<file path="src/rtl/exe_stage_pkg.sv">
// Shared op-card encodings and result record for the execute stage and the ALU.
// The ALU reuses these constants, so there is a single definition of each op code.
package exe_stage_pkg;

  localparam int DATA_W  = 32;
  localparam int REG_W   = 5;
  localparam int FUNCT_W = 6;
  localparam int SHAMT_W = 5;

  typedef enum logic [FUNCT_W-1:0] {
    OP_SLL  = 6'b000000,
    OP_MOVZ = 6'b001010,
    OP_ADD  = 6'b100000,
    OP_SUB  = 6'b100010,
    OP_AND  = 6'b100100,
    OP_OR   = 6'b100101,
    OP_XOR  = 6'b100110,
    OP_CMP  = 6'b111110
  } op_card_e;

  typedef struct packed {
    logic [DATA_W-1:0] wdata;
    logic [REG_W-1:0]  waddr;
    logic              wen;
    logic              illegal;
  } result_t;

  function automatic logic is_legal(input logic [FUNCT_W-1:0] funct);
    case (funct)
      OP_SLL, OP_MOVZ, OP_ADD, OP_SUB,
      OP_AND, OP_OR, OP_XOR, OP_CMP: return 1'b1;
      default:                       return 1'b0;
    endcase
  endfunction

endpackage

</file>
<file path="src/rtl/exe_stage_if.sv">
// Decode-side, ALU-side and writeback-side signals of the execute stage.
// The stage itself uses the slave modport; the surrounding datapath uses master.
interface exe_stage_if;
  import exe_stage_pkg::*;

  logic                in_valid;
  logic                in_ready;
  logic [FUNCT_W-1:0]  in_funct;
  logic [SHAMT_W-1:0]  in_shamt;
  logic [DATA_W-1:0]   in_rs_val;
  logic [DATA_W-1:0]   in_rt_val;
  logic [REG_W-1:0]    in_rd;

  logic [DATA_W-1:0]   alu_a;
  logic [DATA_W-1:0]   alu_b;
  logic [FUNCT_W-1:0]  alu_card;
  logic [SHAMT_W-1:0]  alu_shft;
  logic [DATA_W-1:0]   alu_f;

  logic                out_valid;
  logic                out_ready;
  logic [DATA_W-1:0]   out_wdata;
  logic [REG_W-1:0]    out_waddr;
  logic                out_wen;
  logic                out_illegal;
  logic [DATA_W-1:0]   retire_cnt;

  modport slave (
    input  in_valid, in_funct, in_shamt, in_rs_val, in_rt_val, in_rd,
    input  alu_f, out_ready,
    output in_ready, alu_a, alu_b, alu_card, alu_shft,
    output out_valid, out_wdata, out_waddr, out_wen, out_illegal, retire_cnt
  );

  modport master (
    output in_valid, in_funct, in_shamt, in_rs_val, in_rt_val, in_rd,
    output alu_f, out_ready,
    input  in_ready, alu_a, alu_b, alu_card, alu_shft,
    input  out_valid, out_wdata, out_waddr, out_wen, out_illegal, retire_cnt
  );

endinterface

</file>
<file path="src/rtl/exe_decode.sv">
// Combinational decode of the operand-register contents: ALU op card,
// illegal-funct flag and register write enable.
module exe_decode
  import exe_stage_pkg::*;
(
  input  logic [FUNCT_W-1:0] funct,
  input  logic [REG_W-1:0]   rd,
  input  logic [DATA_W-1:0]  b,
  output logic [FUNCT_W-1:0] card,
  output logic               illegal,
  output logic               wen
);

  always_comb begin
    illegal = !is_legal(funct);
    // Unknown codes still need a defined ALU operation; ADD is harmless since wen is forced low.
    card    = illegal ? OP_ADD : funct;
    wen     = 1'b1;
    if (illegal || rd == '0)
      wen = 1'b0;
    else if (funct == OP_MOVZ)
      wen = (b == '0);
  end

endmodule

</file>
<file path="src/rtl/exe_stage.sv">
// Two-deep execute stage: operand register feeding the external ALU, then a
// result register offered to writeback. Full throughput, 2-cycle latency.
module exe_stage
  import exe_stage_pkg::*;
(
  input  logic        clk,
  input  logic        resetn,
  exe_stage_if.slave  bus
);

  logic                      vld_p1;
  logic [FUNCT_W-1:0]        funct_p1;
  logic [SHAMT_W-1:0]        shamt_p1;
  logic signed [DATA_W-1:0]  a_p1;
  logic signed [DATA_W-1:0]  b_p1;
  logic [REG_W-1:0]          rd_p1;

  logic                      vld_p2;
  result_t                   res_p2;
  logic [DATA_W-1:0]         retire_cnt_q;

  logic                      s2_free;
  logic                      advance;
  logic                      in_ready_w;
  logic                      accept;
  logic                      drain;

  logic [FUNCT_W-1:0]        card_p1;
  logic                      illegal_p1;
  logic                      wen_p1;

  assign s2_free    = !vld_p2 || bus.out_ready;
  assign advance    = vld_p1 && s2_free;
  assign in_ready_w = !vld_p1 || s2_free;
  assign accept     = bus.in_valid && in_ready_w;
  assign drain      = vld_p2 && bus.out_ready;

  exe_decode u_decode (
    .funct   (funct_p1),
    .rd      (rd_p1),
    .b       (b_p1),
    .card    (card_p1),
    .illegal (illegal_p1),
    .wen     (wen_p1)
  );

  always_ff @(posedge clk) begin
    if (!resetn) begin
      vld_p1       <= 1'b0;
      funct_p1     <= '0;
      shamt_p1     <= '0;
      a_p1         <= '0;
      b_p1         <= '0;
      rd_p1        <= '0;
      vld_p2       <= 1'b0;
      res_p2       <= '0;
      retire_cnt_q <= '0;
    end else begin
      // p0 -> p1: latch decode-stage operands on accept
      if (accept) begin
        vld_p1   <= 1'b1;
        funct_p1 <= bus.in_funct;
        shamt_p1 <= bus.in_shamt;
        a_p1     <= bus.in_rs_val;
        b_p1     <= bus.in_rt_val;
        rd_p1    <= bus.in_rd;
      end else if (advance) begin
        vld_p1   <= 1'b0;
      end

      // p1 -> p2: capture ALU result; an empty p1 simply clears p2 when it drains
      if (s2_free)
        vld_p2 <= vld_p1;
      if (advance)
        res_p2 <= '{wdata: bus.alu_f, waddr: rd_p1, wen: wen_p1, illegal: illegal_p1};

      if (drain)
        retire_cnt_q <= retire_cnt_q + 1'b1;
    end
  end

  assign bus.in_ready    = in_ready_w;
  assign bus.alu_a       = a_p1;
  assign bus.alu_b       = b_p1;
  assign bus.alu_card    = card_p1;
  assign bus.alu_shft    = shamt_p1;
  assign bus.out_valid   = vld_p2;
  assign bus.out_wdata   = res_p2.wdata;
  assign bus.out_waddr   = res_p2.waddr;
  assign bus.out_wen     = res_p2.wen;
  assign bus.out_illegal = res_p2.illegal;
  assign bus.retire_cnt  = retire_cnt_q;

endmodule

</file>
<file path="src/flat_wrapper.sv">
// flat-port wrapper written by rule: the top's interface ports become plain ports
module exe_stage_flat import exe_stage_pkg::*;
  (clk, resetn, bus_in_valid, bus_in_funct, bus_in_shamt, bus_in_rs_val, bus_in_rt_val, bus_in_rd, bus_alu_f, bus_out_ready, bus_in_ready, bus_alu_a, bus_alu_b, bus_alu_card, bus_alu_shft, bus_out_valid, bus_out_wdata, bus_out_waddr, bus_out_wen, bus_out_illegal, bus_retire_cnt);
  exe_stage_if bus_i ();
  input  logic clk;
  input  logic resetn;
  input wire logic [$bits(bus_i.in_valid)-1:0] bus_in_valid;
  input wire logic [$bits(bus_i.in_funct)-1:0] bus_in_funct;
  input wire logic [$bits(bus_i.in_shamt)-1:0] bus_in_shamt;
  input wire logic [$bits(bus_i.in_rs_val)-1:0] bus_in_rs_val;
  input wire logic [$bits(bus_i.in_rt_val)-1:0] bus_in_rt_val;
  input wire logic [$bits(bus_i.in_rd)-1:0] bus_in_rd;
  input wire logic [$bits(bus_i.alu_f)-1:0] bus_alu_f;
  input wire logic [$bits(bus_i.out_ready)-1:0] bus_out_ready;
  output wire logic [$bits(bus_i.in_ready)-1:0] bus_in_ready;
  output wire logic [$bits(bus_i.alu_a)-1:0] bus_alu_a;
  output wire logic [$bits(bus_i.alu_b)-1:0] bus_alu_b;
  output wire logic [$bits(bus_i.alu_card)-1:0] bus_alu_card;
  output wire logic [$bits(bus_i.alu_shft)-1:0] bus_alu_shft;
  output wire logic [$bits(bus_i.out_valid)-1:0] bus_out_valid;
  output wire logic [$bits(bus_i.out_wdata)-1:0] bus_out_wdata;
  output wire logic [$bits(bus_i.out_waddr)-1:0] bus_out_waddr;
  output wire logic [$bits(bus_i.out_wen)-1:0] bus_out_wen;
  output wire logic [$bits(bus_i.out_illegal)-1:0] bus_out_illegal;
  output wire logic [$bits(bus_i.retire_cnt)-1:0] bus_retire_cnt;
  assign bus_i.in_valid = bus_in_valid;
  assign bus_i.in_funct = bus_in_funct;
  assign bus_i.in_shamt = bus_in_shamt;
  assign bus_i.in_rs_val = bus_in_rs_val;
  assign bus_i.in_rt_val = bus_in_rt_val;
  assign bus_i.in_rd = bus_in_rd;
  assign bus_i.alu_f = bus_alu_f;
  assign bus_i.out_ready = bus_out_ready;
  assign bus_in_ready = bus_i.in_ready;
  assign bus_alu_a = bus_i.alu_a;
  assign bus_alu_b = bus_i.alu_b;
  assign bus_alu_card = bus_i.alu_card;
  assign bus_alu_shft = bus_i.alu_shft;
  assign bus_out_valid = bus_i.out_valid;
  assign bus_out_wdata = bus_i.out_wdata;
  assign bus_out_waddr = bus_i.out_waddr;
  assign bus_out_wen = bus_i.out_wen;
  assign bus_out_illegal = bus_i.out_illegal;
  assign bus_retire_cnt = bus_i.retire_cnt;
  exe_stage u_core (.clk(clk), .resetn(resetn), .bus(bus_i));
endmodule
</file>
<file path="config.mk">
export PLATFORM = sky130hd
export DESIGN_NAME = exe_stage_flat
export DESIGN_NICKNAME = d
export VERILOG_FILES = /design/src/rtl/exe_stage_pkg.sv /design/src/rtl/exe_stage_if.sv /design/src/rtl/exe_decode.sv /design/src/rtl/exe_stage.sv /design/src/flat_wrapper.sv
export SDC_FILE = /design/constraint.sdc
export NUM_CORES = 1
export LEC_CHECK = 0
export CAP_MARGIN = 10
export CORE_MARGIN = 8
export CORE_UTILIZATION = 25
export DETAILED_ROUTE_END_ITERATION = 7
export PLACE_DENSITY = 0.53
export SLEW_MARGIN = 20
export SYNTH_ARGS = -nofsm -noshare
export SYNTH_HDL_FRONTEND = slang
export SYNTH_SLANG_ARGS = --single-unit
</file>
<file path="constraint.sdc">
create_clock -name clk -period 4.57 [get_ports clk]
set_input_delay 0.457 -clock clk [delete_from_list [all_inputs] [get_ports clk]]
set_output_delay 0.457 -clock clk [all_outputs]
set_load 0.05 [all_outputs]
</file>
==> results.yml, run 1 <==
critical_path:
  worst_path_largest_cell_delay_ns: 0.88
  critical-path-slowest-cell: "clkdlybuf4s50_1"
  reg2reg_depth: 4
  ordered_cell_list_for_the_critical_path: "and4_1 > o21ai_0 > nand3_1 > and2_1 > clkdlybuf4s50_1"
  worstSetupStartpointType: "register"
  r2r-start: "u_core.bus.retire_cnt[4]"
  data_required_critical_path_ns: 4.11
  rr_endpoint: "u_core.bus.retire_cnt[15]"
  crit_path_arrival_time_ns: 2.44
  timing.reg2reg.setup_slack_ns: 2.44
  critical_path_sink_type: "output pin"
  timing.critical_path.buf_inv: 1
  critical_path.top_delay_family: "buffers and inverters"
  critPathKind: "reg -> out"
  critPathMaxFanout: 6
drt:
  drt_pre_antenna_iters: 4
  ant_nets: 0
  routed_via_density: 4.44
  wirelength_um: 20800
  wl_per_cell_um: 15.8
  remaining_drc_errors: 0
  routed-via-count: 5848
  drt_first_iter_violations: 292
timing:
  fmaxAchievable_mhz: 345
  setup_viol_count_final: 0
  fin_hold_ws_ns: 0.454
  final_min_period_over_clock_period_pct: 63.5
  minimum_clock_period_after_layout_ns: 2.90
  worst_pin_slew_ns: 0.978
  max_slew_margin_pct: 34.8
  clock-skew-final_ns: 0.0110
  fin_tns_setup_ns: 0
  final_hold_vio_count: 0
  rsz0062_at_grt: "false"
  final_max_slew_viol_count: 0
power:
  share_comb_of_total_power_pct: 16.4
  worst_case_vdd_ir_drop_uv: 206
  sw_power_uw: 1020
  switching_share_of_power_pct: 29.9
  share_of_power_burned_in_registers_pct: 42.0
  power_leakage_uw: 0.00333
  power-per-cell-area_nw_per_um2: 363
  power_report.internal_total_uw: 2380
  post-layout-total-power_uw: 3400
  clkPwrFrac_pct: 41.6
finish:
  finish.net_count: 1103
  final_layout_size_suffix_gt1_share_pct: 4.90
  layout.cells.most_common: "clkdlybuf4s50_1"
  final_util_pct: 40.3
  most-common-layout-cells: "clkdlybuf4s50_1, nand2_1, dfxtp_1"
  antennaDiodeCount: 0
  layout-area-overhead-vs-synth_pct: 60.0
cts:
  cts_tree: "built"
  ctsHtreeMaxLevel: 4
  postCtsHoldBufs: 0
  ctsRootBufferMaster: "clkbuf_16"
  cts.repair_timing.setup_buffer_count: 0
  cts_repair_resize_count: 0
  clkLatencyLatePin_ns: 0.42
  cts_inserted_buffers: 17
  clk_pin_slew_ns: 0.07
  cts.sink_count: 153
  max_clock_buf_depth: 2
synth:
  cell_type_contributing_the_most_total_cell_area_after_synthesis: "dfxtp_1"
  yosysSeqAreaShare_pct: 52.3
  synthTopCellsByArea: "dfxtp_1, nand2_1, a21oi_1"
  syn-cell-area_um2: 5860
  netlist-cell-type-count: 37
  synth_largest_type_area_fraction_pct: 52.3
  postSynthRegisterBits: 153
  synth_area_per_cell_um2: 7.92
  synth_fp_nets: 857
  synth_warnings: 0
  syn-instance-count: 740
worst_hold_path:
  min_delay_worst_endpoint: "u_core.bus.alu_a[6]"
  min_from: "u_core.bus.alu_a[6]"
  min_path_type: "reg -> reg"
  worstHoldPathCells: 2
global_route:
  first_pass_grt_wire_length_um: 32900
  antenna_found_initial: 0
  via_count_of_the_first_global_routing_pass: 5899
  grt_usage_pct: 14.4
  global_route.peak_usage_layer: "met2"
  grt_ovf: 0
  global_route.usage.met3_pct: 7.62
  groute.layer.met1.usage_pct: 17.4
  grt_max_degree: 81
  grt.met2_usage_pct: 22.1
placed_design:
  hpwlAfterDp_um: 15100
  io_buffers: 263
  routabilityCongestion: 0.715
floorplanning:
  fp.dieH_um: 169
  core_area_um2: 23300
  number_of_placement_rows: 56
  initial_core_utilization_pct: 25.2
  die-area_um2: 28600
  boundaryPins: 264
  dieWidth_um: 169
run_status:
  run_status: "completed"
flow_run:
  timing.max_cap.violations: 0
sequential cells by signal, indices dropped and copies added (netlist names):
name                    flops
u_core.bus.alu_a           32
u_core.bus.alu_b           32
u_core.bus.alu_shft         5
u_core.bus.out_illegal      1
u_core.bus.out_valid        1
u_core.bus.out_waddr        5
u_core.bus.out_wdata       32
u_core.bus.out_wen          1
u_core.bus.retire_cnt      32
u_core.funct_p1             6
u_core.rd_p1                5
u_core.vld_p1               1
power by group through the flow:
stage / Combinational [µW] / Clock [µW] / Sequential [µW]
floorplan: 134 / 0 / 1630
detailed placement: 565 / 0 / 1460
global placement: 566 / 0 / 1460
CTS: 568 / 1470 / 1430
global route: 599 / 1530 / 1440
finish: 559 / 1410 / 1430
layout make-up:
class / count / area (µm²)
clock inverters: 15 / 154
repair buffers: 272 / 2700
clock buffers: 17 / 425
flip-flops and latches: 153 / 3060
multi-input cells: 535 / 2600
well taps: 319 / 399
inverters: 7 / 28.8
fillers: 2405 / 13900
per-layer routing:
| metal | up-vias | share of wire, % |
|---|---|---|
| met5 | - | 0 |
| met1 | 2660 | 43 |
| li1 | 2988 | - |
| met3 | 14 | 11 |
| met4 | 0 | 1.0 |
| met2 | 186 | 44 |
metrics by stage:
stage	cell area (µm²)	std cells	setup slack, ns
global route	9370	1318	1.51
global placement	8790	1286	1.74
finish	9370	1318	1.67
floorplan	5860	740	2.30
detailed placement	8790	1286	1.69
CTS	9370	1318	1.62
cell families after synthesis:
| logic type | synth area share (%) |
|---|---|
| buffers and inverters | 3.37 |
| adder cells (fa/ha/maj) | 0.214 |
| AND/OR/NAND/NOR | 27.7 |
| AO/OA/AOI/OAI | 14.1 |
| multiplexers | 1.03 |
| XOR/XNOR | 1.35 |
| flip-flops | 52.3 |
tightest hold or removal path: stages (launching register included):
cell and delay [ns]:
dfxtp_1 0.31, nand2_1 0.05, a21oi_1 0.05
worst max path at each step:
| stage | start | end | slack (ns) | cells after the start |
|---|---|---|---|---|
| after floorplan | u_core.bus.out_valid | u_core.bus.alu_a[0] | 2.30 | 6 |
| after global placement | bus_out_ready | u_core.bus.alu_b[23] | 1.74 | 6 |
| after detailed placement | bus_out_ready | u_core.bus.alu_b[19] | 1.69 | 6 |
| after CTS | u_core.funct_p1[1] | bus_alu_card[2] | 1.62 | 5 |
| after global routing | u_core.funct_p1[1] | bus_alu_card[2] | 1.51 | 5 |
| final | u_core.funct_p1[1] | bus_alu_card[2] | 1.67 | 5 |
Yosys cell counts:
cell / n
clkbuf_1: 39
dfxtp_1: 153
buf_1: 4
ha_1: 1
o21a_1: 2
buf_2: 2
inv_1: 6
or2b_1: 1
or4_1: 8
and3_1: 4
nor3_1: 6
nor2b_1: 1
nor4_1: 13
a31o_2: 1
a21oi_1: 134
nand2b_1: 8
mux2i_1: 6
nand2_1: 256
o31a_1: 2
o21bai_1: 1
xor2_1: 3
and4_1: 7
o31ai_1: 7
o41ai_1: 1
nand3_2: 1
nand4_1: 10
nor2_1: 13
or3_1: 7
xnor2_1: 6
nand4b_1: 2
nand3b_1: 1
nor4_2: 2
inv_2: 1
nand3_1: 14
and3b_1: 1
o21ai_0: 9
and2_1: 7
(Power assumes the default switching activity.)
==> run 2, diff against run 1 <==
clock period = 2.9 ns   (was 4.57 ns; I/O delays follow)
==> run 2 against run 1 <==
Die area did not move. Critical path depth unchanged. Sequential power is 57% higher. Routed wire length fell by 1.2%. Critical endpoint is now bus_alu_card[1]. Critical path type unchanged. Clock power increased by 70%. Hold slack worse by 0.047 ns.
==> results.yml, run 2 (same netlist as run 1, synthesis figures left out) <==
run_status:
  run_status: "completed"
finish:
  most-common-layout-cells: "clkdlybuf4s50_1, nand2_1, dfxtp_1"
  antennaDiodeCount: 0
  layout-area-overhead-vs-synth_pct: 61.9
  layout.cells.most_common: "clkdlybuf4s50_1"
  finish.net_count: 1104
  post-route-cell-area_um2: 9490
  register_area_um2: 3060
  fillers: 2440
  multi_input_comb_area_um2: 2600
  final_layout_size_suffix_gt1_share_pct: 5.00
power:
  sw_power_uw: 1590
  share_of_power_burned_in_registers_pct: 40.7
  power_report.internal_total_uw: 3940
  clkPwrFrac_pct: 43.2
  share_comb_of_total_power_pct: 16.2
  switching_share_of_power_pct: 28.7
  worst_case_vdd_ir_drop_uv: 313
  power_leakage_uw: 0.00338
  power-per-cell-area_nw_per_um2: 583
floorplanning:
  number_of_placement_rows: 56
  boundaryPins: 264
  core_area_um2: 23300
  fp.dieH_um: 169
  dieWidth_um: 169
  die-area_um2: 28600
  initial_core_utilization_pct: 25.2
drt:
  drt_first_iter_violations: 296
  wl_per_cell_um: 15.6
  routed_via_density: 4.42
  wirelength_um: 20600
  routed-via-count: 5830
  ant_nets: 0
  remaining_drc_errors: 0
  drt_pre_antenna_iters: 4
timing:
  rsz0062_at_grt: "false"
  minimum_clock_period_after_layout_ns: 2.66
  fmaxAchievable_mhz: 377
  final_hold_vio_count: 0
  final_max_slew_viol_count: 0
  final_min_period_over_clock_period_pct: 91.6
  setup_viol_count_final: 0
  max_slew_margin_pct: 47.0
  worst_pin_slew_ns: 0.788
  clock-skew-final_ns: 0.0115
  fin_tns_setup_ns: 0
global_route:
  grt_ovf: 0
  grt_usage_pct: 14.2
  antenna_found_initial: 1
  via_count_of_the_first_global_routing_pass: 5715
  first_pass_grt_wire_length_um: 32300
  grt_max_degree: 71
cts:
  cts_inserted_buffers: 17
  cts.sink_count: 153
  ctsRootBufferMaster: "clkbuf_16"
  cts_tree: "built"
  cts_repair_resize_count: 0
  clkLatencyLatePin_ns: 0.42
  ctsHtreeMaxLevel: 4
  postCtsHoldBufs: 0
  clk_pin_slew_ns: 0.07
  cts.repair_timing.setup_buffer_count: 0
  max_clock_buf_depth: 2
placed_design:
  io_buffers: 263
  placed_area_um2: 8860
  hpwlAfterDp_um: 14700
  routabilityCongestion: 0.739
critical_path:
  crit_path_arrival_time_ns: 2.37
  ordered_cell_list_for_the_critical_path: "nor3_1 > o21ai_0 > nand3_1 > and2_1 > clkdlybuf4s50_1"
  worst_path_largest_cell_delay_ns: 0.84
  critPathKind: "reg -> out"
  critPathMaxFanout: 5
  critical-path-slowest-cell: "clkdlybuf4s50_1"
  timing.reg2reg.setup_slack_ns: 0.79
  r2r-start: "u_core.bus.out_valid"
  rr_endpoint: "u_core.bus.retire_cnt[15]"
  worstSetupStartpoint: "u_core.funct_p1[0]"
  reg2reg_depth: 4
  critical_path_sink_type: "output pin"
  timing.critical_path.buf_inv: 1
  critical_path.top_delay_family: "buffers and inverters"
  worstSetupStartpointType: "register"
  data_required_critical_path_ns: 2.61
flow_run:
  timing.max_cap.violations: 0
worst_hold_path:
  min_path_type: "in -> reg"
  min_delay_worst_endpoint: "u_core.bus.alu_b[5]"
  worstHoldPathCells: 3
  min_from: "bus_in_rt_val[5]"
run 2: area by class of cell:
cell class	count	share of cell area, %
timing repair buffer	273	29.2
clock buffer	17	4.48
sequential	153	32.3
clock inverter	15	2.12
inverter	7	0.303
multi-input combinational	535	27.4
tap	319	4.21
run 2: metal layers:
layer  up-vias  track usage (%)  part of all wire, %
met2       186             22.0                   45
met5         -                0                0.063
met4         2             3.12                 0.58
li1       3000                -                    -
met1      2631             16.4                   42
met3        11             8.53                   13
run 2: power groups by stage:
stage,Clock [µW],Combinational (µW),Sequential [µW]
after floorplan,0,212,2570
after global placement,0,908,2290
after detailed placement,0,906,2300
after CTS,2490,909,2250
after global routing,2560,956,2260
final,2390,894,2250
run 2: worst max-delay path by stage:
stage,end,cells past startpoint
floorplan,u_core.bus.alu_a[0],6
global placement,u_core.bus.retire_cnt[15],5
finish,bus_alu_card[1],5
global route,bus_alu_card[2],5
CTS,bus_alu_card[1],5
detailed placement,u_core.bus.retire_cnt[17],5
run 2: worst register-to-register path, cell delays in order (launching register included):
cell	delay [ns]
dfxtp_1	0.47
nand3_2	0.18
or3_1	0.66
or4_1	0.59
a21oi_1	0.15
run 2: per-stage QoR:
| step | hold slack (ns) | util [%] | setup WS [ns] | power, µW | cells |
|---|---|---|---|---|---|
| global placement | 0.441 | 38.1 | 0.518 | 3200 | 1287 |
| CTS | 0.381 | 40.8 | 0.188 | 5640 | 1319 |
| global route | 0.395 | 40.8 | 0.0573 | 5780 | 1319 |
| floorplan | 0.419 | - | 0.633 | 2780 | 740 |
| finish | 0.407 | 40.8 | 0.245 | 5530 | 1319 |
| detailed placement | 0.446 | 38.1 | 0.508 | 3200 | 1287 |
==> patch, RTL diff (config.mk and constraints of run 2) <==
Make the reset (`resetn`) asynchronous in one clocked block.
--- a/src/rtl/exe_stage.sv
+++ b/src/rtl/exe_stage.sv
@@ -45,5 +45,5 @@
   );
 
-  always_ff @(posedge clk) begin
+  always_ff @(posedge clk or negedge resetn) begin
     if (!resetn) begin
       vld_p1       <= 1'b0;
Function: differs if resetn is asserted again (counterexample within 4 cycles, from zero or initial values and one cycle with resetn low); with resetn held inactive, the same outputs for 10 cycles.
==> patch against run 2 <==
Synthesized area rose by 5.7%; synthesized cell count shrank 43%; critical path depth down 2; maximum frequency grew 1.2%; wire length decreased by 10%; sequential cell count is the same; cell count decreased by 22%; core utilization decreased by 0.43 points; setup slack better by 0.030 ns; sequential share of layout area grew 6.7 points; design area rose by 3.5%; via count fell by 24%; critical path type unchanged.
Power is not compared: it rests on default switching activity, and its combinational part moved more than twofold at a synthesized area within 25%.
==> patch: results (changes against run 2) <==
[outcome]
outcome = completed

[setup_path]
cp_top_family = buffers and inverters
reg2reg_depth = 4  ; unchanged
slowest_stage = clkdlybuf4s50_1
worst-path-stages = 3  ; -2
worstPathMaxFanout = 5  ; unchanged
worst_path_largest_cell_delay_ns = 0.84  ; about the same
crit_arrival_ns = 2.33  ; -0.04 ns

[global_routing]
antenna_found_initial = 1  ; unchanged
track_usage_pct = 12.38  ; -1.8 points
grt_first_pass_wirelength_um = 29700  ; -8.1%
grt_max_degree = 81  ; +14%
grt_pass1_vias = 5083  ; -11%

[yosys]
synth_cell_type_count = 36  ; -2.7%
synth_fp_nets = 537  ; -37%
synth.area.top_cells = dfrtp_1, mux2_2, xor2_1, xnor2_1, nor4_1
synth-async-reset-ratio_pct = 100.0  ; +100 points
yosys-top-cells-count = dfrtp_1, mux2_2, xor2_1
yosys_warnings = 0  ; unchanged
seq_area_frac_synth_pct = 61.86  ; +9.6 points
synth_cells = 420  ; -43%

[detailed_routing]
drt_pass1_iterations = 4  ; unchanged
vias_per_cell = 4.322  ; -2.2%
vias = 4447  ; -24%
drt-initial-drc-count = 152  ; -49%
wirelength_um = 18440  ; -10%

[placed_design]
place.gp.congestion = 0.7557  ; +2.3%
dp.cells = 996  ; -23%
port_buffers = 263  ; unchanged
dp_hpwl_um = 14090  ; -4.1%

[timing]
finClkSkew_ns = 0.01387  ; +0.002332 ns
relSlewSlack_pct = 55.69  ; +8.7 points

[clock_tree]
cts.clk_slew.worst_paths_ns = 0.08
ctsHtreeMaxLevel = 4  ; unchanged
clk_path_buf_depth = 2  ; unchanged
root_buffer = clkbuf_16
insertion_delay_ns = 0.42  ; about the same
cts_buffers = 17  ; unchanged

[final_layout]
fin_nets = 809  ; -27%
drive_gt1_share_pct = 24.26  ; +19 points
antenna_cells = 0  ; unchanged

[power_and_ir_drop]
p_leak_nw = 4.095
powerComb_w = 0.00241
switching_share_pct = 37.17
power.share.clock_pct = 30.2
max-vdd-ir-drop_v = 0.0004322

[hold_path]
hold_path_class = input port to asynchronous set/reset pin

patch: changes by cell type after synthesis, moves of 39 or more:
cell,delta
dfrtp_1,+153
nand2_1,-239
a21oi_1,-134
clkbuf_1,-39
mux2_2,+119
dfxtp_1,-153
patch: cell type report:
| type | instances | area [um^2] |
|---|---|---|
| Fill cell | 2295 | 14510 |
| Sequential cell | 153 | 3829 |
| Timing Repair Buffer | 268 | 2715 |
| Multi-Input combinational cell | 250 | 2273 |
| Clock buffer | 17 | 425.4 |
| Tap cell | 324 | 405.4 |
| Clock inverter | 15 | 158.9 |
| Inverter | 2 | 7.507 |
patch: cell families after synthesis:
group / count (synthesis) / synth area share (%)
buffers and inverters: 17 / 1.536
adder cells (fa/ha/maj): 1 / 0.2021
AND/OR/NAND/NOR: 94 / 9.521
flip-flops: 153 / 61.86
multiplexers: 119 / 21.65
AO/OA/AOI/OAI: 5 / 0.8492
XOR/XNOR: 31 / 4.386
patch: worst register-to-register path, cell delays in order (launching register included):
cell	delay, ns
dfrtp_1	0.46
and3_1	0.42
nand4_4	0.30
nor4_1	0.40
xor2_1	0.17
patch: metal layers:
| layer | up-vias | global-route usage (%) | share of wire [%] |
|---|---|---|---|
| met1 | 2222 | 13.90 | 39 |
| met3 | 18 | 5.511 | 8.9 |
| met5 | - | 0 | 0.071 |
| met2 | 162 | 20.59 | 50 |
| li1 | 2043 | - | - |
| met4 | 2 | 4.240 | 1.7 |
patch: final timing paths:
path | from | end | slack [ns]
worst max register to register | u_core.bus.out_valid$_DFFE_PN0P_ | u_core.bus.retire_cnt[21]$_DFFE_PN0P_ | 1.07
worst min register to register | u_core.bus.retire_cnt[31]$_DFFE_PN0P_ | u_core.bus.retire_cnt[31]$_DFFE_PN0P_ | 0.48
max in group asynchronous | resetn | u_core.bus.out_wdata[23]$_DFFE_PN0P_ | 1.61
worst max-delay path | u_core.funct_p1[1]$_DFFE_PN0P_ | bus_alu_card[0] | 0.28
min in group clk | bus_in_rs_val[10] | u_core.bus.alu_a[10]$_DFFE_PN0P_ | 0.48
worst min-delay path | resetn | u_core.bus.alu_a[7]$_DFFE_PN0P_ | 0.41
patch: per-stage QoR:
step | worst slack, ns | instance area [um^2] | hold WS [ns] | total power, W
2_1_floorplan | 0.4021 | 6190 | -0.005591 | 0.004163
3_3_place_gp | 0.5213 | 9216 | 0.3260 | 0.005122
3_5_place_dp | 0.4745 | 9216 | 0.3446 | 0.005167
4_1_cts | 0.02275 | 9809 | 0.4382 | 0.007441
5_1_grt | 0.1852 | 9814 | 0.4615 | 0.007629
6_report | 0.2753 | 9814 | 0.4138 | 0.007299
patch: timing repair:
item                                    4_1_cts  5_1_grt
endpoints found under the setup margin        1        2
resized for setup                             1        2
cloned                                        0        0
endpoints found under the hold margin        66        0
setup buffers                                 0        0
hold buffers                                  1        0
